`config.mk`:
```
export PLATFORM = sky130hd
export DESIGN_NAME = fetch_unit
export DESIGN_NICKNAME = d
export VERILOG_FILES = /design/src/rtl/fetch_unit.sv
export SDC_FILE = /design/constraint.sdc
export NUM_CORES = 1
export LEC_CHECK = 0
export CAP_MARGIN = 10
export CORE_UTILIZATION = 48
export CTS_CLUSTER_SIZE = 24
export DETAILED_ROUTE_END_ITERATION = 8
export PLACE_DENSITY = 0.86
export SLEW_MARGIN = 20
export SYNTH_ARGS = -nofsm -noshare
export SYNTH_HDL_FRONTEND = slang
export SYNTH_SLANG_ARGS = --single-unit
```
`constraint.sdc`:
```
create_clock -name clk -period 2.3 [get_ports clk]
set_input_delay 0.23 -clock clk [delete_from_list [all_inputs] [get_ports clk]]
set_output_delay 0.23 -clock clk [all_outputs]
set_load 0.02 [all_outputs]
```
`src/rtl/fetch_unit.sv`:
```
// Instruction fetch stage: PC register plus IF/ID pipeline register, 1-cycle ROM-to-IF/ID latency.
// stall holds PC and IF/ID; exc, redirect and taken irq override stall; flush inserts a bubble.
module fetch_unit #(
  parameter logic [31:0] RESET_PC        = 32'h8000_0000,
  parameter logic [31:0] IRQ_VEC         = 32'h8000_0004,
  parameter logic [31:0] EXC_VEC         = 32'h8000_0008,
  parameter logic [31:0] FETCH_COUNT_RST = 32'h0000_0000
) (
  input  logic        clk,
  input  logic        reset,
  output logic [31:0] rom_addr,
  input  logic [31:0] rom_data,
  input  logic        stall,
  input  logic        flush,
  input  logic        redirect_valid,
  input  logic [31:0] redirect_pc,
  input  logic        irq,
  input  logic        exc,
  output logic [31:0] if_id_inst,
  output logic [31:0] if_id_pc,
  output logic        if_id_valid,
  output logic [31:0] epc,
  output logic        epc_we,
  output logic [31:0] fetch_count
);

  logic [31:0] pc;
  logic [31:0] pc_seq;
  logic [31:0] pc_next;
  logic        exc_take;
  logic        irq_take;
  logic        bubble;
  logic        load;

  assign rom_addr = pc;

  // Bit 31 is the kernel-mode flag; the increment wraps inside the low 31 bits only.
  assign pc_seq = {pc[31], pc[30:0] + 31'd4};

  // An exception against an empty IF/ID slot has no instruction to blame, so it is dropped.
  assign exc_take = exc & if_id_valid;
  assign irq_take = irq & ~pc[31] & ~stall & ~exc_take & ~redirect_valid;
  assign bubble   = exc_take | redirect_valid | irq_take | flush;
  assign load     = ~bubble & ~stall;

  // A flush without a new target holds PC so the squashed fetch is reissued.
  always_comb begin
    pc_next = pc_seq;
    if (exc_take)            pc_next = EXC_VEC;
    else if (redirect_valid) pc_next = redirect_pc;
    else if (irq_take)       pc_next = IRQ_VEC;
    else if (stall || flush) pc_next = pc;
  end

  always_ff @(posedge clk) begin
    if (!reset) begin
      pc          <= RESET_PC;
      if_id_inst  <= 32'h0;
      if_id_pc    <= 32'h0;
      if_id_valid <= 1'b0;
      epc         <= 32'h0;
      epc_we      <= 1'b0;
      fetch_count <= FETCH_COUNT_RST;
    end else begin
      pc     <= pc_next;
      epc_we <= exc_take | irq_take;
      if (bubble) begin
        if_id_inst  <= 32'h0;
        if_id_valid <= 1'b0;
      end else if (load) begin
        if_id_inst  <= rom_data;
        if_id_pc    <= pc;
        if_id_valid <= 1'b1;
        fetch_count <= fetch_count + 32'd1;
      end
      // Exceptions resume after the faulting instruction; interrupts resume at the unfetched one.
      if (exc_take)      epc <= if_id_pc + 32'd4;
      else if (irq_take) epc <= pc;
    end
  end

endmodule

```
== Word-level counts from Yosys, hierarchy flattened ==
Cells that the tools add are included.
Storage, ports and cells
  output and inout port bits: 162
  logic and storage cells: 42
  register bits after elaboration: 162
Cells by class
  mux-type cells: 6
  reduce and logical (&&, ||, !) cells: 6
  add/subtract/negate cells: 3
  bitwise operators: 16
  eq/ne operators: 2
Operators with widths (count)
  $mux 32: 4
  $add 32x1->32 const B: 1
  $add 32x3->32 const B: 1
  $add 31x3->31 const B: 1
  $mux 31: 1
  $and 1x1->1: 6
  $not 1->1: 6
  $mux 4: 1
  $ne 4x4->1 const B: 1
  $or 1x1->1: 4
  $reduce_bool 2->1: 2
  $reduce_or 2->1: 2
  $ne 3x3->1 const B: 1
  $reduce_and 2->1: 1
  $logic_or 1x1->1: 1

== Logic depth before layout (Yosys ltp) ==
  depth in word-level cells: 10
  depth in mapped cells: 8
  depth with buffers taken out: 6

== Worst setup path before layout ==
No wires, ideal clock.
  path kind: reg2reg
  start: reg pc[2] (netlist: rom_addr[2])
  end: reg pc[30] (netlist: rom_addr[30])
  data arrival time: 1.882 ns
  setup slack: 0.303 ns
  stages on the path, launching flop included: 7
  clock period less this slack: 1.997 ns
  cells stage by stage: dfxtp_1 > ha_1 > nand4_1 > nor3_2 > nand2_1 > or3_1 > and3_1
On the way
  cells in the longest elaborated chain, start to end: 4
Ends and longest elaborated chain
  start: declaration: line 27  | logic [31:0] pc;
  start signal: assignment: line 65  | pc <= pc_next;
  $add 31x3->31: line 38  | assign pc_seq = {pc[31], pc[30:0] + 31'd4};
  $mux 31: line 52  | else if (stall || flush) pc_next = pc;
  $mux 32: line 51  | else if (irq_take) pc_next = IRQ_VEC;
  $mux 32: line 50  | else if (redirect_valid) pc_next = redirect_pc;
Every way passes these cells. The select of a mux whose other input is x is not followed.
A chain may end at the register's enable or synchronous reset.

== Worst setup path in the final report ==
  start: reg if_id_pc[14]
  end: reg epc[28]
On the way
  cells in the longest elaborated chain, start to end: 2
Ends and longest elaborated chain
  start: declaration: line 20  | output logic [31:0] if_id_pc,
  start signal: assignment: line 72  | if_id_pc <= pc;
  $add 32x3->32: line 77  | if (exc_take) epc <= if_id_pc + 32'd4;
  $mux 32: line 77
  end signal: assignment: line 77
  end signal: assignment: line 78  | else if (irq_take) epc <= pc;
  end: declaration: line 22  | output logic [31:0] epc,
Every way passes these cells.

==> metrics.md <==
| Metric | Value |
|---|---|
| Result of the run | `finished clean` |
| Overflow left after global routing | `0` |
| Root cell of the clock tree | `sky130_fd_sc_hd__clkbuf_16` |
| FF+latch count, synth | `162` |
| Routability Congestion | `0.900` |
| Max FO, Critical Path | `7` |
| Number of violations of the max-capacitance limit | `0` |
| Initial Utilization | `49.3%` |
| Vias post-DR | `8403` |
| Clk_lat worst skew | `430 ps` |
| Core Region | `15900 um^2` |
| Required time of the critical path | `2610 ps` |
| Sequential area share after synthesis | `41.2%` |
| Chip height | `130 um` |
| Number of sinks on the clock net | `162` |
| Number of hold violations in the final report | `0` |
| Syn Area/Cell | `7.95 um^2` |
| Die Footprint | `16900 um^2` |
| Distinct cell type count of the synthesized netlist | `61` |
| Final antenna-violating net count | `0` |
| Max-slew headroom at the worst pin | `65.7%` |
| # fillers | `1252` |
| Synthesized cell area | `7860 um^2` |
| Layout Skew | `8.59 ps` |
| Arrival @ worst endpoint | `2360 ps` |
| Startpoint type of the worst setup path | `flop` |
| Final design instance area without fill | `11300 um^2` |
| RSZ-0062 raised after global routing | `false` |
| Vias/cell | `5.76` |
| Worst R2R Setup Slack | `240 ps` |
| Number of H-tree branching levels | `4` |
| Synth async-reset ratio | `0%` |
| Gate count of the mapped netlist | `989` |
| DPL Wire Length | `18.3 mm` |
| Multi-input gate area | `4290 um^2` |
| Area growth from synthesis to layout | `43.3%` |
| Wire per inst | `17.5 um` |
| Power per cell area | `577 nW/um^2` |
| Most common flop cell mapped by yosys | `sky130_fd_sc_hd__dfxtp_1` |
| Post-CTS resize count | `0` |
| Total routing usage reported by global routing | `30.6%` |
| Sum of internal, switching and leakage power | `6.50 mW` |
| Wire length of the first global-routing pass | `40.1 mm` |
| Fraction of final layout cells sized beyond drive strength 1 | `9.09%` |
| Number of antenna violations at the first check in global routing | `0` |
| Path type of the worst min-delay path | `input pin to flop` |
| Clock Path Buffers | `2` |
| Slew Limit Fails | `0` |
| Synth Warn # | `0` |
| Final setup viols | `0` |
| Footprint of the flip-flops and latches | `3240 um^2` |
| Fin crit share | `89.5%` |
| DRC violations left | `0` |
| Final antenna diode count | `0` |
| DRC violation total after the first TritonRoute iteration | `627` |
| Clock buffers created by TritonCTS | `17` |
| Total of buffers placed on input and output ports | `232` |
| WHS | `309 ps` |
| Upper clock frequency limit | `486 MHz` |
| Number of top-level pins | `233` |
| Clock-pin slew on the worst setup and hold paths | `60 ps` |
| Maximum VDD drop | `0.505 mV` |
| Vias in the first global route | `8039` |
| Capture instance of the worst register-to-register path | `epc[28]$_SDFFE_PN0P_` |
| Number of buffers added for setup after CTS | `0` |
| Largest net degree at the start of global routing | `75` |
| Final min period | `2060 ps` |
| Tightest Pin Transition | `515 ps` |
| Launch point of the critical path | `if_id_pc[14]$_SDFFE_PN0P_` |
| DIE WIDTH | `130 um` |
| Detailed-routing iteration count for the pre-antenna-repair pass | `5` |
| Number of hold buffers added after CTS | `0` |
| R2r startpoint | `if_id_pc[14]$_SDFFE_PN0P_` |
| DP Area | `10700 um^2` |
| CTS tree | `done` |
| Total nets after synthesis | `1063` |
| Number of flops mapped to enable cells by yosys | `0` |
| Total wire length after detailed routing | `25.5 mm` |
| Category of the most critical setup path | `flop to flop` |
| Leakage | `4.19 nW` |
| Cells on worst reg2reg path | `5` |
| Crit path capture type | `flop` |
| Last element of the critical path | `epc[28]$_SDFFE_PN0P_` |
| Final layout net count | `1304` |
| Core Rows | `46` |
-- kinds of logic after synthesis --
| group | after synthesis | share of synthesized area, % |
|---|---|---|
| flip-flops | 162 | 41.2 |
| AND/OR/NAND/NOR | 484 | 30.4 |
| adder cells (fa/ha/maj) | 3 | 0.477 |
| multiplexers | 4 | 0.525 |
| buffers and inverters | 83 | 4.34 |
| XOR/XNOR | 61 | 6.80 |
| AO/OA/AOI/OAI | 192 | 16.2 |
-- cell usage after synthesis, types with 3 or more instances --
library cell	number	area share (%)
sky130_fd_sc_hd__a211oi_1	5	0.48
sky130_fd_sc_hd__a21boi_0	35	3.3
sky130_fd_sc_hd__a21o_1	3	0.29
sky130_fd_sc_hd__a21oi_1	74	4.7
sky130_fd_sc_hd__a221oi_1	4	0.45
sky130_fd_sc_hd__a22oi_1	8	0.76
sky130_fd_sc_hd__a31oi_1	3	0.24
sky130_fd_sc_hd__a32o_1	4	0.51
sky130_fd_sc_hd__and2_1	36	2.9
sky130_fd_sc_hd__and3_1	18	1.4
sky130_fd_sc_hd__and4_1	10	1.1
sky130_fd_sc_hd__buf_1	3	0.14
sky130_fd_sc_hd__buf_2	18	1.1
sky130_fd_sc_hd__clkbuf_1	49	2.3
sky130_fd_sc_hd__dfxtp_1	162	41
sky130_fd_sc_hd__ha_1	3	0.48
sky130_fd_sc_hd__inv_1	12	0.57
sky130_fd_sc_hd__mux2i_1	3	0.38
sky130_fd_sc_hd__nand2_1	226	11
sky130_fd_sc_hd__nand2b_1	3	0.24
sky130_fd_sc_hd__nand3_1	61	3.9
sky130_fd_sc_hd__nand4_1	21	1.7
sky130_fd_sc_hd__nor2_1	26	1.2
sky130_fd_sc_hd__nor2b_1	4	0.32
sky130_fd_sc_hd__nor3_1	35	2.2
sky130_fd_sc_hd__nor4_1	12	0.95
sky130_fd_sc_hd__nor4_2	4	0.64
sky130_fd_sc_hd__o211a_1	11	1.4
sky130_fd_sc_hd__o211ai_1	8	0.76
sky130_fd_sc_hd__o21ai_0	17	1.1
sky130_fd_sc_hd__o22ai_1	5	0.40
sky130_fd_sc_hd__or3_1	12	0.95
sky130_fd_sc_hd__xnor2_1	25	2.8
sky130_fd_sc_hd__xor2_1	36	4.0
-- where the power goes --
part / internal (mW) / leakage (nW) / total, mW / switching [mW]
combinational: 0.331 / 2.60 / 0.685 / 0.355
clock: 1.70 / 0.280 / 2.90 / 1.20
sequential: 2.86 / 1.31 / 2.92 / 0.0611
total: 4.88 / 4.19 / 6.50 / 1.61
-- cell usage in the layout, fill, tap and decap left out, types with 5 or more instances in the layout --
cell / n
sky130_fd_sc_hd__a21oi_1: 74
sky130_fd_sc_hd__a22oi_1: 8
sky130_fd_sc_hd__a21boi_0: 35
sky130_fd_sc_hd__buf_4: 57
sky130_fd_sc_hd__clkbuf_16: 17
sky130_fd_sc_hd__inv_1: 12
sky130_fd_sc_hd__o22ai_1: 5
sky130_fd_sc_hd__nor3_1: 35
sky130_fd_sc_hd__nand2_1: 225
sky130_fd_sc_hd__nor2_1: 26
sky130_fd_sc_hd__a211oi_1: 5
sky130_fd_sc_hd__o211a_1: 11
sky130_fd_sc_hd__and4_1: 10
sky130_fd_sc_hd__or3_1: 12
sky130_fd_sc_hd__o21ai_0: 17
sky130_fd_sc_hd__o211ai_1: 8
sky130_fd_sc_hd__clkdlybuf4s50_1: 230
sky130_fd_sc_hd__and2_1: 35
sky130_fd_sc_hd__xnor2_1: 25
sky130_fd_sc_hd__nand3_1: 61
sky130_fd_sc_hd__nand4_1: 21
sky130_fd_sc_hd__dfxtp_1: 162
sky130_fd_sc_hd__and3_1: 18
sky130_fd_sc_hd__xor2_1: 36
sky130_fd_sc_hd__nor4_1: 12
-- layer usage --
| layer | up-vias | routed length, um | track usage, % |
|---|---|---|---|
| li1 | 3927 | - | - |
| met1 | 3974 | 10200 | 36.2 |
| met2 | 433 | 12300 | 51.7 |
| met3 | 69 | 2260 | 8.36 |
| met4 | 0 | 825 | 13.8 |
| met5 | - | 0 | 0 |
-- through the flow --
step           utilization, %  setup WS (ps)  cells  TNS [ps]
3_5_place_dp             66.9          -57.8   1427      -251
3_3_place_gp             66.9           17.8   1427         0
6_report                 70.7            241   1459         0
2_1_floorplan               -            303    989         0
4_1_cts                  70.7            282   1459         0
5_1_grt                  70.7            108   1459         0
-- state kept, by name (all words and copies together), names as in the netlist --
name,cells
fetch_count,32
if_id_pc,32
if_id_inst,32
epc,32
if_id_valid,1
epc_we,1
rom_addr,32
-- critical path, stage by stage, from the launching register on --
cell	delay, ps
sky130_fd_sc_hd__dfxtp_1	440
sky130_fd_sc_hd__nand4_1	250
sky130_fd_sc_hd__or4_4	620
sky130_fd_sc_hd__nor4_1	300
sky130_fd_sc_hd__xnor2_1	200
sky130_fd_sc_hd__a21oi_1	120
-- final cells by class --
type                            count  area share, %
Multi-Input combinational cell    744           38.1
Sequential cell                   162           28.8
Timing Repair Buffer              293           25.0
Clock buffer                       22           4.21
Tap cell                          216           2.40
Clock inverter                     10           1.11
Inverter                           12          0.400
-- how the worst min path moves through the flow --
| stage | startpoint | cells after the start | end |
|---|---|---|---|
| detailed placement | if_id_inst[5]$_SDFFE_PP0P_ | 2 | if_id_inst[5]$_SDFFE_PP0P_ |
| global placement | if_id_inst[18]$_SDFFE_PP0P_ | 2 | if_id_inst[18]$_SDFFE_PP0P_ |
| finish | reset | 2 | epc[3]$_SDFFE_PN0P_ |
| CTS | reset | 2 | epc[3]$_SDFFE_PN0P_ |
| floorplan | redirect_pc[31] | 2 | rom_addr[31]$_SDFFE_PP1P_ |
| global route | reset | 2 | epc[3]$_SDFFE_PN0P_ |
(Power assumes the default switching activity.)
